<file path="src/rtl/freq_calc_module.sv">
// Frequency calculator: F = N * CLK_HZ / M via constant multiply and a 64-step restoring divider.
// Optional 8-digit BCD conversion is compiled in when FREQ_BCD_EN is defined.
module freq_calc_module #(
    parameter int unsigned CLK_HZ = 50_000_000
) (
    input  logic        clk_50M,
    input  logic        rst,
    input  logic [31:0] M,
    input  logic [31:0] N,
    input  logic        gate_out,
    output logic [31:0] freq,
    output logic        freq_valid,
    output logic        busy,
    output logic        err_div0,
    output logic        overrun,
    output logic [31:0] bcd
);

`ifdef FREQ_BCD_EN
    typedef enum logic [2:0] {
        S_IDLE = 3'd0,
        S_MUL  = 3'd1,
        S_DIV  = 3'd2,
        S_BCD  = 3'd3,
        S_DONE = 3'd4
    } state_t;
`else
    typedef enum logic [2:0] {
        S_IDLE = 3'd0,
        S_MUL  = 3'd1,
        S_DIV  = 3'd2,
        S_DONE = 3'd4
    } state_t;
`endif

    state_t      r_state;
    state_t      w_state_next;

    logic        r_gate_d;
    logic [31:0] r_m;
    logic [31:0] r_n;
    logic [63:0] r_dq;
    logic [31:0] r_rem;
    logic [5:0]  r_cnt;
    logic [31:0] r_freq;
    logic        r_freq_valid;
    logic        r_busy;
    logic        r_err_div0;
    logic        r_overrun;

    logic        w_capture;
    logic [63:0] w_product;
    logic [32:0] w_rem_shift;
    logic        w_ge;
    logic [31:0] w_rem_diff;
    logic [31:0] w_rem_next;
    logic [63:0] w_quot_final;
    logic        w_sat;
    logic [31:0] w_div_res;

    assign w_capture = r_gate_d & ~gate_out;
    assign w_product = {32'd0, r_n} * 64'(CLK_HZ);

    // r_dq doubles as dividend (shifting out at the top) and quotient (shifting in at the bottom)
    assign w_rem_shift  = {r_rem, r_dq[63]};
    assign w_ge         = (w_rem_shift >= {1'b0, r_m});
    assign w_rem_diff   = w_rem_shift[31:0] - r_m;
    assign w_rem_next   = w_ge ? w_rem_diff : w_rem_shift[31:0];
    assign w_quot_final = {r_dq[62:0], w_ge};
    assign w_sat        = |w_quot_final[63:32];
    assign w_div_res    = w_sat ? 32'hFFFF_FFFF : w_quot_final[31:0];

`ifdef FREQ_BCD_EN
    logic [31:0] r_result;
    logic [31:0] r_bin;
    logic [31:0] r_bcd_sh;
    logic        r_bcd_sat;
    logic [31:0] r_bcd;
    logic [31:0] w_bcd_adj;
    logic [31:0] w_bcd_shift;

    generate
        for (genvar gi = 0; gi < 8; gi++) begin : g_dabble
            assign w_bcd_adj[gi*4 +: 4] = (r_bcd_sh[gi*4 +: 4] >= 4'd5) ?
                                          (r_bcd_sh[gi*4 +: 4] + 4'd3) :
                                          r_bcd_sh[gi*4 +: 4];
        end
    endgenerate

    assign w_bcd_shift = {w_bcd_adj[30:0], r_bin[31]};
    assign bcd         = r_bcd;
`else
    assign bcd         = 32'd0;
`endif

    assign freq       = r_freq;
    assign freq_valid = r_freq_valid;
    assign busy       = r_busy;
    assign err_div0   = r_err_div0;
    assign overrun    = r_overrun;

    always_ff @(posedge clk_50M or negedge rst) begin
        if (!rst) begin
            r_state <= S_IDLE;
        end else begin
            r_state <= w_state_next;
        end
    end

    always_comb begin
        w_state_next = r_state;
        case (r_state)
            S_IDLE: begin
                if (w_capture) w_state_next = S_MUL;
            end
            S_MUL: begin
                if (r_m == 32'd0) begin
`ifdef FREQ_BCD_EN
                    w_state_next = S_BCD;
`else
                    w_state_next = S_DONE;
`endif
                end else begin
                    w_state_next = S_DIV;
                end
            end
            S_DIV: begin
                if (r_cnt == 6'd63) begin
`ifdef FREQ_BCD_EN
                    w_state_next = S_BCD;
`else
                    w_state_next = S_DONE;
`endif
                end
            end
`ifdef FREQ_BCD_EN
            S_BCD: begin
                if (r_cnt == 6'd31) w_state_next = S_DONE;
            end
`endif
            S_DONE:  w_state_next = S_IDLE;
            default: w_state_next = S_IDLE;
        endcase
    end

    always_ff @(posedge clk_50M or negedge rst) begin
        if (!rst) begin
            r_gate_d     <= 1'b0;
            r_m          <= 32'd0;
            r_n          <= 32'd0;
            r_dq         <= 64'd0;
            r_rem        <= 32'd0;
            r_cnt        <= 6'd0;
            r_freq       <= 32'd0;
            r_freq_valid <= 1'b0;
            r_busy       <= 1'b0;
            r_err_div0   <= 1'b0;
            r_overrun    <= 1'b0;
`ifdef FREQ_BCD_EN
            r_result     <= 32'd0;
            r_bin        <= 32'd0;
            r_bcd_sh     <= 32'd0;
            r_bcd_sat    <= 1'b0;
            r_bcd        <= 32'd0;
`endif
        end else begin
            r_gate_d     <= gate_out;
            r_freq_valid <= 1'b0;

            case (r_state)
                S_IDLE: begin
                    if (w_capture) begin
                        r_m       <= M;
                        r_n       <= N;
                        r_overrun <= 1'b0;
                        r_busy    <= 1'b1;
                    end
                end
                S_MUL: begin
                    r_dq  <= w_product;
                    r_rem <= 32'd0;
                    r_cnt <= 6'd0;
                    if (r_m == 32'd0) begin
                        r_err_div0 <= 1'b1;
`ifdef FREQ_BCD_EN
                        r_result  <= 32'd0;
                        r_bin     <= 32'd0;
                        r_bcd_sh  <= 32'd0;
                        r_bcd_sat <= 1'b0;
`else
                        r_freq       <= 32'd0;
                        r_freq_valid <= 1'b1;
`endif
                    end
                end
                S_DIV: begin
                    r_dq  <= w_quot_final;
                    r_rem <= w_rem_next;
                    r_cnt <= r_cnt + 6'd1;
                    if (r_cnt == 6'd63) begin
                        r_err_div0 <= 1'b0;
`ifdef FREQ_BCD_EN
                        r_cnt     <= 6'd0;
                        r_result  <= w_div_res;
                        r_bin     <= w_div_res;
                        r_bcd_sh  <= 32'd0;
                        r_bcd_sat <= (w_div_res > 32'd99_999_999);
`else
                        r_freq       <= w_div_res;
                        r_freq_valid <= 1'b1;
`endif
                    end
                end
`ifdef FREQ_BCD_EN
                S_BCD: begin
                    r_bin     <= {r_bin[30:0], 1'b0};
                    r_bcd_sh  <= w_bcd_shift;
                    r_bcd_sat <= r_bcd_sat | w_bcd_adj[31];
                    r_cnt     <= r_cnt + 6'd1;
                    if (r_cnt == 6'd31) begin
                        r_freq       <= r_result;
                        r_bcd        <= (r_bcd_sat | w_bcd_adj[31]) ? 32'h9999_9999 : w_bcd_shift;
                        r_freq_valid <= 1'b1;
                    end
                end
`endif
                S_DONE: begin
                    r_busy <= 1'b0;
                end
                default: begin
                end
            endcase

            // A capture outside IDLE (including the DONE cycle) is dropped and flagged
            if (w_capture && (r_state != S_IDLE)) r_overrun <= 1'b1;
        end
    end

endmodule
</file>
<file path="config.mk">
export PLATFORM = sky130hd
export DESIGN_NAME = freq_calc_module
export DESIGN_NICKNAME = d
export VERILOG_FILES = /design/src/rtl/freq_calc_module.sv
export SDC_FILE = /design/constraint.sdc
export NUM_CORES = 1
export LEC_CHECK = 0
export ABC_AREA = 1
export CAP_MARGIN = 20
export CORE_UTILIZATION = 46
export CTS_BUF_LIST = sky130_fd_sc_hd__clkbuf_8
export CTS_CLUSTER_DIAMETER = 200
export DETAILED_ROUTE_END_ITERATION = 8
export PLACE_DENSITY = 0.67
export SLEW_MARGIN = 5
export SYNTH_ARGS = -nofsm -noshare
export SYNTH_HDL_FRONTEND = slang
export SYNTH_SLANG_ARGS = --single-unit
</file>
<file path="constraint.sdc">
create_clock -name clk_50M -period 12.5 [get_ports clk_50M]
set_input_delay 2.5 -clock clk_50M [delete_from_list [all_inputs] [get_ports clk_50M]]
set_output_delay 2.5 -clock clk_50M [all_outputs]
set_load 0.02 [all_outputs]
</file>
# Yosys cells after proc, flatten, opt, wreduce, memory -nomap -nowiden

Index checks and enable logic that the tools add are counted.

$add $sub $neg: 2
Multipliers: 1
$lt $le $gt $ge: 1
Equality and inequality tests: 7
Multiplexer cells: 23
Bitwise logic cells: 2
Reduce and logical (&&, ||, !) cells: 14

Operator list:

| operator               | number |
|---|---|
| $mux 32                | 4 |
| $pmux 32 s2            | 2 |
| $pmux 64 s2            | 1 |
| $mul 32x19->51 const B | 1 |
| $ge 33x32->1           | 1 |
| $logic_not 32->1       | 1 |
| $reduce_or 32->1       | 1 |
| $sub 32x32->32         | 1 |
| $pmux 6 s2             | 1 |
| $mux 3                 | 3 |
| $pmux 3 s3             | 1 |
| $mux 1                 | 8 |
| $reduce_and 2->1       | 4 |
| $reduce_bool 2->1      | 4 |
| $add 6x1->6 const B    | 1 |
| $eq 6x6->1 const B     | 1 |
| $ne 2x2->1 const B     | 3 |
| $pmux 1 s2             | 3 |
| $eq 3x1->1 const B     | 1 |
| $eq 3x2->1 const B     | 1 |
| $eq 3x3->1 const B     | 1 |
| $logic_not 3->1        | 1 |
| $reduce_and 3->1       | 1 |
| $reduce_bool 3->1      | 1 |
| other kinds (3)        | 3 |

Register bits after elaboration: 206
Input bits: 67
Word-level logic and storage cells: 62

# Longest topological paths before layout

Depth after elaboration: 5
Mapped depth: 26
Mapped depth without buffers: 26

# Worst setup path after synthesis

OpenSTA, ideal clock, no wires.

Path type: register to register
Start: register r_n[7]
End: register r_dq[45]
Setup time: 118 ps
Arrival time: 5061 ps
Slack: 7321 ps
Cell stages (with the launch flop): 23
Cell sequence: dfrtp_1 > inv_1 > fa_1 > fa_1 > inv_1 > fa_1 > fa_1 > fa_1 > inv_1 > fa_1 > inv_1 > ha_1 > nand2_1 > nor2_1 > inv_1 > o21ai_0 > nand2_1 > nand3_1 > nand2_1 > nand2_1 > nand2_1 > nand3_1 > nand2_1

Word-level cells in the longest chain between the ends: 2

RTL lines:

| what                   | RTL line | source |
|---|---|---|
| from (decl)            | 41       | `logic [31:0] r_n;` |
| from (signal assigned) | 150      | `r_n <= 32'd0;` |
| from (signal assigned) | 174      | `r_n <= N;` |
| $mul 32x19->51         | 62       | `assign w_product = {32'd0, r_n} * 64'(CLK_HZ);` |
| $pmux 64 s2            | 170      | `case (r_state)` |
| to (signal assigned)   | 180      | `r_dq <= w_product;` |
| to (signal assigned)   | 197      | `r_dq <= w_quot_final;` |
| to (decl)              | 42       | `logic [63:0] r_dq;` |

Every way passes these cells.
A chain may end at the register's enable or synchronous reset.

# Worst setup path after layout

Start: register r_n[4]
End: register r_dq[52]

The elaborated chain is that of the path after synthesis.

==> results.md <==
* Syn avg cell area at 7.97 um2
* Endpoints failing hold at 0
* Detailed Place HPWL at 51.2 mm
* GP Congestion at 0.931
* Crit path capture type: flop
* Multiplexer share of the synthesized area at 0%
* Max Clock Freq at 0.164 GHz
* Clock root cell: clkbuf_8
* Post-synth top flop: dfrtp_1
* Most frequent cell after synthesis: nand2_1
* Post-Synth Simple-Gate Area at 19.5%
* Crit-path cells: inv_1 > fa_1 > fa_1 > inv_1 > fa_1 > fa_1 > fa_1 > inv_1 > fa_1 > inv_1 > ha_1 > nand2_1 > nor2_1 > nand2_1 > nor2_1 > nand2_1 > nand3_1 > nand2_1 > nand2_1 > nand2_1 > nand3_1 > nand2_1
* Ports at 135
* DP Area at 25400 um2
* Worst Skew at 0.0307 ns
* Max stage delay cell, worst path: fa_1
* Post-synth EDFFs at 0
* Cell repeated most along the worst path: nand2_1
* Die area at 52700 um2
* Cells after DPL at 3720
* Sequential cell area at 5150 um2
* CTS resizes at 0
* Hold buffer count at CTS at 0
* Post-synthesis sequential area ratio at 21.6%
* Compound-Gate Fraction of Synth Area at 7.54%
* Worst Tran Pin Value at 1.01 ns
* Worst skew pair latency at 0.63 ns
* Antenna Violating Nets Remaining at 0
* Layout overhead on the synthesized area at 10.1%
* Ys Warns at 0
* Core Rows at 83
* TritonCTS clock tree: built
* RSZ-0062 raised after global routing: no
* Slew Limit Fails at 0
* Total Nets Final at 3678
* CORE AREA at 51300 um2
* Max_cap viols at 0
* Via count at 19200
* Synth cell count leaders: nand2_1 (698), inv_1 (684), fa_1 (268)
* Clock slew at the register clock pins of the worst setup and hold paths at 0.06 ns
* Via density at 5.06
* Status: finished, final reports clean
* Setup-failing EPs final at 0
* H-tree depth at 2
* Mapped Cells at 2993
* Cell taking the most area after synthesis: fa_1
* Final cell area excluding filler cells at 26200 um2
* Worst-path maximum fanout at 8
* First drt pass iteration count at 5
* DR WL/cell at 16.4 um
* Post-Layout Cell Count at 3791
* Delay of the slowest critical-path stage at 0.59 ns
* Longest Clk Path Bufs at 3
* Vias in the first global route at 20000
* Minimum clock period after layout at 6.10 ns
* Distinct cells, synth at 41
* Crit path DAT at 6.60 ns
* Initial antenna violation count at 0
* DRT iter0 DRCs at 1148
* Synth top area share at 22.5%
* CP Class: reg2reg
* Num CTS Buffers at 40
* Die X at 230 um
* FFs w/ async S/R, synth at 100%
* Crit start category: flop
* Routed WL at 62.2 mm
* Initial Util at 46.5%
* Final setup TNS at 0 ns
* Worst EP required at 13.00 ns
* Main combinational cell family by area after synthesis: adder cells
* Global-route wire length before repair at 105 mm
* Largest net degree at the start of global routing at 78
* Rel. slew slack at 32.8%
* Synth Cell Area at 23800 um2
* DIE HEIGHT at 230 um
* Adder-cell area share of the yosys netlist at 36.1%
* I/O Buffers at 102
* Post-synthesis xor/xnor area fraction at 2.02%
* Total GRT Usage at 25.0%
* Top cells by area, synth: fa_1 (23%), dfrtp_1 (22%), ha_1 (14%)
* Share of layout cells above drive strength 1 at 2.99%
* Postcts setup bufs at 0
* Final worst path period share at 48.8%
* Multi-input logic area at 15700 um2
* DRC errors left at 0
* Fill cells at 5032
* Grt total ovfl at 0
* CTS Sinks at 206
* HP Class: reg2reg
* #FFs+latches synth at 206
-- worst max-delay path: cells and delay by family, from the launching register on --
| kind | cells | cell delay, ns |
|---|---|---|
| and+or+nand+nor | 11 | 1.32 |
| adders and majority gates | 7 | 3.64 |
| buffers and inverters | 4 | 0.44 |
| DFF | 1 | 0.54 |
-- metal layers --
layer  GRT usage, %  part of all wire (%)
met3           3.40                   4.8
met1           35.1                    47
met5              0                     0
met4           5.79                   2.1
met2           40.9                    46
-- final cells by class --
cell class | count | share of cell area (%)
Timing Repair Buffer | 113 | 4.30
Clock buffer | 46 | 2.41
Tap cell | 680 | 3.24
Inverter | 689 | 9.86
Antenna cell | 1 | 0.00953
Multi-Input combinational cell | 2033 | 59.8
Sequential cell | 206 | 19.6
Clock inverter | 23 | 0.767
-- worst paths after layout --
kind                            startpoint       end  slack (ns)  cells after the start
worst max register to register      r_n[4]  r_dq[52]        6.40                     22
worst min register to register    r_rem[4]  r_rem[4]        0.50                      2
max in group asynchronous              rst   r_n[30]        9.28                      2
min in group asynchronous              rst   freq[5]        1.80                      1
worst min-delay path              r_rem[4]  r_rem[4]        0.50                      2
worst max-delay path                r_n[4]  r_dq[52]        6.40                     22
-- cell families after synthesis --
family          after synthesis
fa+ha+maj                   528
compound gates              317
flops                       206
simple gates               1101
xor+xnor                     55
other cells                   1
buf+inv                     785
-- state kept, by name, summed over array words and instances, names as in the netlist --
register    flops
r_dq           64
freq_valid      1
r_cnt           6
r_m            32
r_gate_d        1
busy            1
r_state         3
r_n            32
r_rem          32
overrun         1
freq           32
err_div0        1
-- cell usage in the layout, fill, tap and decap left out, drive strengths merged --
| master | instances |
|---|---|
| a21boi | 1 |
| a21oi | 78 |
| buf | 12 |
| o21ai | 142 |
| or2 | 2 |
| a31oi | 2 |
| a22o | 1 |
| ha | 260 |
| clkdlybuf4s50 | 101 |
| o21bai | 15 |
| a211o | 1 |
| fa | 268 |
| nand4 | 14 |
| conb | 32 |
| diode | 1 |
| xnor2 | 30 |
| o211ai | 11 |
| nand3b | 38 |
| bufinv | 3 |
| o21a | 2 |
| clkbuf | 46 |
| nor2 | 135 |
| nand2 | 702 |
| o221ai | 7 |
| nand3 | 157 |
| nor3 | 34 |
| o22ai | 36 |
| a21o | 21 |
| dfrtp | 206 |
| and2 | 3 |
| xor2 | 25 |
| inv | 702 |
| clkinv | 7 |
| nor4 | 16 |
-- per-stage QoR --
stage               setup slack [ns]  hold slack, ns  util (%)
floorplan                       7.32           0.466         -
global placement                6.40           0.484      49.5
detailed placement              6.43           0.487      49.5
CTS                             6.41           0.504      51.1
global route                    6.07           0.529      51.2
finish                          6.40           0.501      51.2
Power is left out: the tool's default activity adds up to more than one toggle a clock period on the data nets, which glitch-free logic cannot reach.
